$ cat src/rtl/ama_riscv_reg_file_sb.sv
// Parametrised register file with pending-write scoreboard and zero-init sweep.
// Optional same-cycle writeback forwarding: define RF_BYPASS_EN.
module ama_riscv_reg_file_sb #(
  parameter  int XLEN  = 32,
  parameter  int NREGS = 32,
  localparam int AW    = $clog2(NREGS)
) (
  input  logic            clk,
  input  logic            rst,
  input  logic            we,
  input  logic [AW-1:0]   addr_d,
  input  logic [XLEN-1:0] data_d,
  input  logic [AW-1:0]   addr_a,
  input  logic [AW-1:0]   addr_b,
  output logic [XLEN-1:0] data_a,
  output logic [XLEN-1:0] data_b,
  input  logic            sb_set,
  input  logic [AW-1:0]   sb_addr,
  output logic            busy_a,
  output logic            busy_b,
  input  logic            clr_req,
  output logic            ready
);

  typedef enum logic {INIT, RUN} state_t;

  localparam logic [AW-1:0] LAST = AW'(NREGS - 1);

  state_t             state;
  logic [AW-1:0]      cnt;
  logic [NREGS-1:0]   sb;
  logic [XLEN-1:0]    mem [1:NREGS-1];
  logic               run;
  logic               wr_ok;

  assign run   = (state == RUN);
  assign wr_ok = we && (addr_d != '0);

  always_ff @(posedge clk or posedge rst) begin
    if (rst) begin
      state <= INIT;
      cnt   <= AW'(1);
      sb    <= '0;
      ready <= 1'b0;
    end else begin
      case (state)
        INIT: begin
          cnt <= cnt + AW'(1);
          if (cnt == LAST) begin
            state <= RUN;
            ready <= 1'b1;
          end
        end
        RUN: begin
          if (clr_req) begin
            state <= INIT;
            cnt   <= AW'(1);
            sb    <= '0;
            ready <= 1'b0;
          end else begin
            // set after clear: a new producer supersedes the retiring one
            if (wr_ok)
              sb[addr_d] <= 1'b0;
            if (sb_set && sb_addr != '0)
              sb[sb_addr] <= 1'b1;
          end
        end
        default: state <= INIT;
      endcase
    end
  end

  // no reset on the array so it can map to distributed RAM
  always_ff @(posedge clk) begin
    if (!run)
      mem[cnt] <= '0;
    else if (wr_ok)
      mem[addr_d] <= data_d;
  end

  always_comb begin
    data_a = '0;
    busy_a = 1'b0;
    if (run && addr_a != '0) begin
      data_a = mem[addr_a];
      busy_a = sb[addr_a];
`ifdef RF_BYPASS_EN
      if (we && addr_d == addr_a) begin
        data_a = data_d;
        busy_a = sb_set && (sb_addr == addr_a);
      end
`endif
    end
  end

  always_comb begin
    data_b = '0;
    busy_b = 1'b0;
    if (run && addr_b != '0) begin
      data_b = mem[addr_b];
      busy_b = sb[addr_b];
`ifdef RF_BYPASS_EN
      if (we && addr_d == addr_b) begin
        data_b = data_d;
        busy_b = sb_set && (sb_addr == addr_b);
      end
`endif
    end
  end

endmodule

$ cat config.mk
export PLATFORM = sky130hd
export DESIGN_NAME = ama_riscv_reg_file_sb
export DESIGN_NICKNAME = d
export VERILOG_FILES = /design/src/rtl/ama_riscv_reg_file_sb.sv
export SDC_FILE = /design/constraint.sdc
export NUM_CORES = 1
export LEC_CHECK = 0
export ABC_AREA = 1
export CAP_MARGIN = 20
export CORE_UTILIZATION = 50
export DETAILED_ROUTE_END_ITERATION = 7
export PLACE_DENSITY_LB_ADDON = 0.08
export SYNTH_ARGS = -nofsm -noshare
export SYNTH_HDL_FRONTEND = slang
export SYNTH_SLANG_ARGS = --single-unit
$ cat constraint.sdc
create_clock -name clk -period 3.6 [get_ports clk]
set_clock_uncertainty 0.05 [all_clocks]
set_input_delay 0.54 -clock clk [delete_from_list [all_inputs] [get_ports clk]]
set_output_delay 0.54 -clock clk [all_outputs]
set_load 0.1 [all_outputs]
==> results by stage, run 1 <==
Status:
- The run finished with clean final reports.

Critical path:
- Traced cell by cell, the critical path runs through o31ai_4 > inv_2 > nand2_1 > nor2_1 > buf_12.
- The slack of the worst reg-to-reg path is 820 ps.
- The setup path with the least slack is of type flop to output port.
- Counting cells, the worst reg-to-reg path comes to 8.
- The largest single stage delay on the critical path is 690 ps.
- The count of buffer and inverter cells on the critical path is 2.
- The worst setup path is launched from a flop.
- The peak fanout along the critical path is 15.
- The endpoint kind of the worst setup timing path is an output port.
- For the worst setup path, the data required time is 3010 ps.
- The launch point of the worst reg-to-reg path is run$_DFF_PP0_.
- The endpoint of the worst-slack reg-to-reg timing path is mem[4][26]$_DFFE_PP_.
- The largest individual stage delay along the critical path comes from the cell dfrtp_1.
- The cell family with the largest share of critical-path delay is simple AND/OR/NAND/NOR gates.
- At the worst endpoint, the arrival time is approximately 3000 ps.

Finish:
- The final core area utilization is 0.584.
- 0 antenna diodes ended up in the layout.
- The net count of the finished layout is between 7000 and 8000.
- Compared with the post-synthesis result, the final layout area differs by 15.3%.
- The fraction of layout cells with a size suffix above 1 is 0.0889.

Placement:
- The HPWL after detailed placement is 122000 um.
- The count of buffers added on input and output ports is 123.
- At the placement stage, the worst setup path has a slack of 177 ps.
- Routability-driven placement finished with a final weighted congestion of approximately 0.93.

Clock tree:
- TritonCTS built the clock tree.
- Counting every sink on the clock net gives 1031.
- Clock latency on the worst-skew pair, taken at its later pin, is a little over 700 ps.
- CTS placed an instance of clkbuf_16 at the clock tree root.
- Clock-pin slew was measured on the worst setup and hold paths at 60 ps.
- The longest clock path from root to sink contains 3 buffers.
- Buffers added to address setup during post-CTS repair amount to 0.
- The number of buffers inserted during clock tree synthesis is around 110.
- The number of levels the H-tree was split into is 3.

Floorplanning:
- The die covers between 0.1 and 0.15 mm2.
- The cell row count is 122.
- For this design the top-level I/O count stands at 124.
- From bottom edge to top edge, the die measures 338 um.
- The total area inside the core boundary comes to 0.111 mm2.
- The starting density of the core is 0.507.
- The die is approximately 340 um wide.

Drt:
- The highest signal layer in the routed design is met5.
- The routed length per instance is 23.3 um.
- Summing over every cut layer, the via total after detailed routing is 49600.
- In this run the remaining antenna-violating nets after routing total 0.
- The aggregate routed wire length is 202000 um.
- The DRC violations left is 0.
- The amount of wire on met3 after detailed routing is 22400 um.
- The met1 routed wirelength after detailed routing is 77700 um.
- The number of vias per cell after detailed routing is around 5.7.
- The first TritonRoute pass finished after 6 iterations.
- The total length of routed met2 wires is 91500 um.
- The number of DRC markers in iteration 0 is 5413.

Yosys:
- Of the total synthesized cell area, the portion taken by XOR and XNOR cells is 0.000156.
- The cell type contributing the most total cell area after synthesis is edfxtp_1.
- The net count of the mapped netlist is 7071.
- After synthesis, the cell types taking the most area are edfxtp_1 (53%), nand2_1 (19%), nand3_1 (11%), inv_1 (5.8%), buf_2 (2.1%).
- The share of the Yosys chip area taken by registers is 0.547.
- Counting flops with a built-in enable in the synthesized netlist gives approximately 990.
- The area fraction in and, or, nand and nor cells after synthesis is 0.324.
- By count the netlist is led by nand2_1 (2883), nand3_1 (1292), edfxtp_1 (992), inv_1 (875), buf_2 (231).
- The most common cell in the synthesized netlist is nand2_1.
- For this run, asynchronously set or reset flops after synthesis account for 0.0378.
- The cell count after synthesis is 7012.
- For this run, the leading register cell type out of synthesis is edfxtp_1.
- The largest family of logic cells by synthesized area is simple AND/OR/NAND/NOR gates.
- The count of distinct cell types in the synthesized netlist is 34.
- The synthesized netlist occupies a cell area of 0.0563 mm2.
- For this run, the number of Yosys warnings is 0.
- The share of synthesized area in the top cell type comes to 0.529.
- The average instance area after synthesis is 8.03 um2.
- Of the total synthesized cell area, the portion taken by full adders, half adders and majority gates is 0.000445.
- The post-synthesis mux area share is 0.
- The synthesis-stage register bit count is 1031.
- The area fraction in compound gates after synthesis is 0.0241.

Power:
- The share of total power dissipated in the clock network is 0.344.
- For this design the total switching power over the nets is 11.0 mW.
- The relative contribution of sequential cells to total power is 0.435.
- Power spread over the standard cell area amounts to 534 mW/mm2.
- Of the total power, combinational logic draws 0.221.
- Cell internal power was estimated by the tool at ~24 mW.
- The static leakage is 29.1 nW.
- The proportion of total power due to net switching is 0.317.
- VDD sags by at most 0.393 mV.

Job:
- The max-capacitance violation count is 0.

STA:
- Across all hold checks on the routed design, the worst slack comes to 200 ps.
- Derived from the worst setup path, the maximum achievable clock frequency is 280 MHz.
- Setup repair after global routing left no endpoint under its margin.
- The number of pins with negative max-slew slack in the final report is 0.
- The setup-violating endpoint count in the final report is 0.
- The remaining max-slew budget at the tightest pin is 0.359.
- The final-report hold violation count is 0.
- The final critical-path required period is 3570 ps.
- For the pin with the worst max-slew slack, the measured transition is between 900 and 1000 ps.
- In the post-route analysis, the smallest setup slack over all paths is approximately 33 ps.
- Dividing the final minimum period by the clock period gives 0.991.
- In the final timing run, aggregate negative setup slack is 0 ps.

Min path:
- The type of the tightest min-delay check is input pin to asynchronous set/reset pin.

Global route:
- The number of antenna violations at the first check in global routing is 1.
- The pin count of the biggest net entering global routing is roughly 110.
- For this run, the total global-route usage over all layers was measured as 0.356.
- The via count of the first global-routing pass is ~48000.
- The total congestion overflow after global routing is 0.
- The first-pass GRT wire length is 299000 um.
[cell families after synthesis]
family / count (synthesis)
buffers and inverters: 1325
and+or+nand+nor: 4404
DFF: 1031
xor gates and xnor gates: 1
adders and majority gates: 2
AOI/OAI and AO/OA: 249
[final cells by class]
type | count | area (um2)
clock inverters | 75 | 667
fillers | 9919 | 46200
multi-input cells | 4656 | 20000
repair buffers | 414 | 5180
flip-flops and latches | 1031 | 30800
clock buffers | 142 | 3110
inverters | 889 | 3370
well taps | 1488 | 1860
[stage by stage]
step / area, um2 / std cells / power (mW)
after detailed placement: 61100 / 8477 / 22.8
after global routing: 64900 / 8695 / 35.8
after global placement: 61100 / 8477 / 22.7
final: 64900 / 8695 / 34.6
after floorplan: 56300 / 7012 / 19.5
after CTS: 64900 / 8694 / 34.6
[sequential cells by signal, indices dropped and copies added (netlist names)]
name / count
sb: 32
cnt: 5
ready: 1
mem: 992
run: 1
[routing by layer]
| layer | up-vias | track usage |
|---|---|---|
| met4 | 2 | 0.180 |
| met2 | 2839 | 0.560 |
| li1 | 22700 | - |
| met5 | - | 0 |
| met1 | 23500 | 0.460 |
| met3 | 606 | 0.0812 |
[placed cells by master, fill, tap and decap left out, types with 7 or more instances in the layout]
cell type           n
edfxtp_1          992
clkbuf_16         117
clkinv_2           25
clkbuf_1           16
nor2_1            138
nor2_4             33
buf_4             208
nand4_1             8
o21ai_0           106
a21oi_1             8
clkinv_1           29
clkbuf_8           11
nand2_1          2883
buf_12            152
clkdlybuf4s50_1    47
inv_1             873
dfrtp_1            38
bufinv_16          11
nor2_2             36
inv_2               9
nand3_1          1292
nand3_2             7
o21ai_1           100
o211ai_1           29
[worst max path at each step]
stage / slack, ps / end / startpoint / cells after the start
after CTS: 30 / data_a[4] / mem[8][4]$_DFFE_PP_ / 11
after floorplan: 100 / busy_a / addr_a[2] / 7
after global placement: 140 / data_b[19] / addr_b[1] / 13
after detailed placement: 180 / data_b[19] / addr_b[1] / 13
after global routing: 20 / data_a[23] / run$_DFF_PP0_ / 8
final: 30 / data_b[15] / run$_DFF_PP0_ / 5
[power by group through the flow]
stage               logic [mW]  registers (mW)  clock network, mW
floorplan                 4.20            15.3                  0
CTS                       7.53            15.1               12.0
finish                    7.66            15.1               11.9
detailed placement        7.50            15.3                  0
global route              8.17            15.2               12.4
global placement          7.44            15.3                  0
[tightest hold or removal path, cell delays in order]
cell	delay [ps]
clkdlybuf4s50_1	400
inv_1	50
buf_4	430
[what timing repair did]
action,4_1_cts,5_1_grt
resized for setup,0,3
hold buffers,0,0
setup endpoints to repair,0,3
Note: power is estimated with default switching activity, not from simulation.
==> run 2, diff against run 1 <==
--- a/config.mk
+++ b/config.mk
@@ -5,7 +5,7 @@
 export SDC_FILE = /design/constraint.sdc
 export NUM_CORES = 1
 export LEC_CHECK = 0
-export ABC_AREA = 1
+export ABC_AREA = 0
 export CAP_MARGIN = 20
 export CORE_UTILIZATION = 50
 export DETAILED_ROUTE_END_ITERATION = 7
==> run 2 against run 1 <==
Non-clock buffer count fell by 68; worst setup slack got worse by 33 ps; worst hold slack gained 30 ps; cell area fell by 11%; count of clock-buffer cells in the layout is 11 lower; clock power fell by 4%; final cell count fell by 53%; via count shrank 43%; maximum frequency down 0.92%; critical endpoint is now data_a[3]; largest power group unchanged.
==> results by stage, run 2 <==
Clock tree:
- The sink count of the clock tree was 1031 (unchanged).
- The library cell used as clock root buffer is clkbuf_16.
- The clock latency at the later pin of the worst-skew pair is 680 ps (-40 ps).
- The number of buffers added to fix hold violations after cts is 0 (unchanged).
- The clock tree buffer depth was 3 (unchanged).
- The clock-pin slew on the worst setup and hold paths is 60 ps (about the same).
- The TritonCTS clock tree is built.
- The number of levels the H-tree was split into is 3 (unchanged).
- The number of buffers inserted during clock tree synthesis came to 109 (-4.4%).

Critical path:
- The critical path data required time is 3010 ps (about the same).
- The cell repeated most along the worst path is buf_4.
- The cell count of the worst reg-to-reg path is 5 (-3).
- The data arrival time of the critical path is 3010 ps (+30 ps).
- Grouping stages by cell kind, the critical path spends the most delay in buffers and inverters.
- The slowest stage of the critical path belongs to the cell a211oi_1.
- The most critical setup path has its startpoint at addr_a[3].
- Walking the worst path, the cells encountered are clkdlybuf4s50_1 > buf_4 > and3b_2 > buf_4 > a22o_1 > a211oi_1 > o21ai_2 > buf_12.
- The longest individual stage delay on the worst path was 620 ps (-70 ps).
- STA classifies the critical path endpoint as an output port.
- The slack of the worst reg-to-reg path is 800 ps (-20 ps).
- The count of buffer and inverter cells on the critical path was 4 (+2).
- The instance count on the critical path came to 8 (+3).
- The peak fanout along the critical path is 16 (+1).
- The most critical setup path has its endpoint at data_a[3].
- The critical path launch point type is an input pin.
- The startpoint identified for the worst register-to-register timing path is run$_DFF_PP0_.
- The critical path start-end classification is input pin to output port.
- The worst register-to-register path ends at mem[12][6]$_DFFE_PP_.

Floorplanning:
- The die width was 313 um (-7.2%).
- The starting density of the core was 0.508 (+0.00126).
- The number of top-level design ports is 124 (unchanged).
- The die height is 313 um (-7.2%).
- The floorplan die area came to 0.0982 mm2 (-14%).
- The core box area is 0.0954 mm2 (-14%).
- The cell row count was 113 (-7.4%).

Yosys:
- The area fraction in compound gates after synthesis came to 0.0591 (+0.0350).
- The fraction of synthesized cell area in xor and xnor cells is 0.000361 (+0.000206).
- The share of the synthesized area in the top cell type is 0.615 (+0.0855).
- The cell type contributing the most total cell area after synthesis is edfxtp_1.
- The cell count after synthesis is 2530 (-64%).
- By count the netlist is led by edfxtp_1 (992), mux4_2 (464), mux2i_1 (202), a211oi_1 (128), nor2_1 (111).
- The count of distinct cell types in the synthesized netlist was 48 (+41%).
- The post-synthesis mux area share was 0.258 (+0.258).
- The prevailing post-synth register cell is edfxtp_1.
- The average instance area after synthesis is 19.2 um2 (+140%).
- The share of synthesized flip-flops with an asynchronous set or reset was 0.0378 (unchanged).
- By area, the combinational part of the netlist is dominated by multiplexers.
- The most common cell in the synthesized netlist is edfxtp_1.
- The adder-cell share of the synthesized area came to 0.000516 (+0.0000718).
- The area fraction in and, or, nand and nor cells after synthesis is 0.0238 (-0.300).
- The warning count from the yosys run is 0 (unchanged).
- The net count of the mapped netlist is 2589 (-63%).
- By area the synthesized netlist is led by edfxtp_1 (61%), mux4_2 (22%), mux2i_1 (4.2%), a211oi_1 (2.0%), dfrtp_1 (2.0%).
- The netlist area before placement was 0.0485 mm2 (-14%).
- The share of synthesized area occupied by flip-flops and latches was 0.635 (+0.0883).
- The synthesis-stage register bit count came to 1031 (unchanged).
- The number of enable-type register cells in the synthesized netlist is 992 (unchanged).

STA:
- The final worst-path setup slack was 0.155 ps (-33.2 ps).
- The final total negative setup slack was 0 ps (unchanged).
- The actual transition at the worst max-transition pin is 1050 ps (+92.9 ps).
- The final critical-path required period is 3600 ps (+33.2 ps).
- Setup repair after global routing left no endpoint under its margin.
- The final worst-path cycle share is 1.00 (+0.00922).
- The fmax is 278 MHz (-0.92%).
- The final-report hold violation count is 0 (unchanged).
- The remaining max-slew budget at the tightest pin is 0.279 (-0.0800).
- The worst hold slack across all endpoints is 230 ps (+30.0 ps).
- The setup-violating endpoint count in the final report was 0 (unchanged).
- The number of pins with negative max-slew slack in the final report was 0 (unchanged).

Global route:
- The via count of the first global-routing pass is 29600 (-38%).
- The pin count of the biggest net entering global routing is 49 (-57%).
- The layer with the highest usage is met2.
- The global-route usage over all layers came to 0.301 (-0.0546).
- The number of antenna violations at the first check in global routing is 2 (+1).
- The met1 layer usage reported by global route is 0.438 (-0.0218).
- The first-pass GRT wire length is 210000 um (-30%).
- The total congestion overflow after global routing is 0 (unchanged).
- The met3 track demand over resource in global routing is 0.0460 (-0.0351).
- The global-route track usage on met2 is 0.476 (-0.0845).

Drt:
- The DRC violations left is 0 (unchanged).
- The overall via count from detail_route is 28300 (-43%).
- The routed length per instance is 35.2 um (+51%).
- The number of DRC markers in iteration 0 is 3488 (-36%).
- The count of antenna-violating nets left after detailed routing is 0 (unchanged).
- The aggregate routed wire length is 145000 um (-28%).
- The iteration count of the initial detailed-routing pass was 5 (-1).
- The number of vias per cell after detailed routing is 6.86 (+20%).

Finish:
- Ranked by flip-flop count, first place goes to mem.
- The fraction of layout cells with a size suffix above 1 came to 0.363 (+0.274).
- The total number of nets in the final design is 2835 (-60%).
- Leaving out fill and tap cells, the most frequent cell in the layout is edfxtp_1.
- The final core area utilization is 0.604 (+0.0195).
- The flip-flop count of the largest register, all copies and words added was 992 (unchanged).
- The number of standard cells in the layout, taps in and fillers out is 4130 (-53%).
- The largest registers in the layout are mem (992), sb (32), cnt (5).
- The fill cell total of the finished layout is 6818 (-31%).
- The library cells used most frequently in the layout, excluding fill and tap cells, are edfxtp_1 (992), mux4_2 (464), mux2i_1 (202), buf_4 (148), buf_12 (141).
- Compared with the post-synthesis result, the final layout area differs by 18.9%.

Placement:
- The worst setup slack before clock tree synthesis is -19.6 ps (-196 ps).
- The total half-perimeter wirelength after legalization and detailed placement came to 87200 um (-28%).
- The port buffer count is 123 (unchanged).
- The cell count after placement came to 3930 (-54%).
- The routability congestion estimate from global placement came to 0.846 (-8.7%).

Power:
- The worst-case vdd ir drop is 0.393 mV (-0.12%).
- The power per standard cell area is 575 mW/mm2 (+7.7%).
- The static leakage came to 19.4 nW (-33%).

Status:
- The run finished with clean final reports.

Job:
- The max-capacitance violation count is 0 (unchanged).

Min path:
- The tightest min-delay check is of the input pin to asynchronous set/reset pin type.
## run 2: changes by cell type after synthesis, moves of 179 or more
cell / change
mux4_2: +464
nand3_1: -1288
nand2_1: -2844
mux2i_1: +202
inv_1: -872
buf_2: -179
## run 2: cell type report
cell class              instances  area (um2)  area share
inverters                       3        11.3    0.000195
multi-input cells            1285       17100       0.297
clock inverters                68         691      0.0120
repair buffers                346        4530      0.0787
clock buffers                 131        2900      0.0503
well taps                    1265        1580      0.0275
diodes                          1        2.50   0.0000434
flip-flops and latches       1031       30800       0.534
## run 2: cell families after synthesis
group | after synthesis
flip-flops | 1031
multiplexers | 670
AO/OA/AOI/OAI | 372
AND/OR/NAND/NOR | 239
buffers and inverters | 214
XOR/XNOR | 2
adder cells (fa/ha/maj) | 2
## run 2: metrics by stage
step / cell area, um2 / total power [mW]
finish: 57600 / 33.1
global route: 57600 / 34.0
CTS: 57600 / 33.2
detailed placement: 54000 / 22.0
global placement: 54000 / 21.8
floorplan: 48700 / 18.9
## run 2: worst min path at each step
stage / start / end / cells after the start
2_1_floorplan: sb[0]$_DFFE_PP0P_ / sb[0]$_DFFE_PP0P_ / 1
3_3_place_gp: sb[0]$_DFFE_PP0P_ / sb[0]$_DFFE_PP0P_ / 1
3_5_place_dp: sb[0]$_DFFE_PP0P_ / sb[0]$_DFFE_PP0P_ / 1
4_1_cts: rst / ready$_DFFE_PP0P_ / 3
5_1_grt: rst / ready$_DFFE_PP0P_ / 3
6_report: rst / ready$_DFFE_PP0P_ / 3
## run 2: worst register-to-register path, cell delays in order, from the launching register on
cell and delay, ps:
dfrtp_2 610, nand2_1 210, a21oi_4 350, mux2i_1 920
nor2_4 110, buf_4 270
## run 2: routing by layer
layer  vias up  routed length, um  share of wire
li1      11400                  -              -
met4         0               3780          0.026
met5         -                  0              0
met1     15300              59000           0.41
met3       205              12200          0.084
met2      1421              70300           0.48
## run 2: timing repair
| action | CTS | global route |
|---|---|---|
| endpoints found under the hold margin | 0 | 0 |
| buffers inserted | 0 | 0 |
| endpoints found under the setup margin | 1 | 5 |
| gates resized for setup | 1 | 1 |
## run 2: report_power, final
group / total, mW / switching, mW / internal (mW)
sequential: 15.3 / 0.564 / 14.7
combinational: 6.51 / 4.12 / 2.39
clock: 11.4 / 4.71 / 6.64
total: 33.1 / 9.39 / 23.7
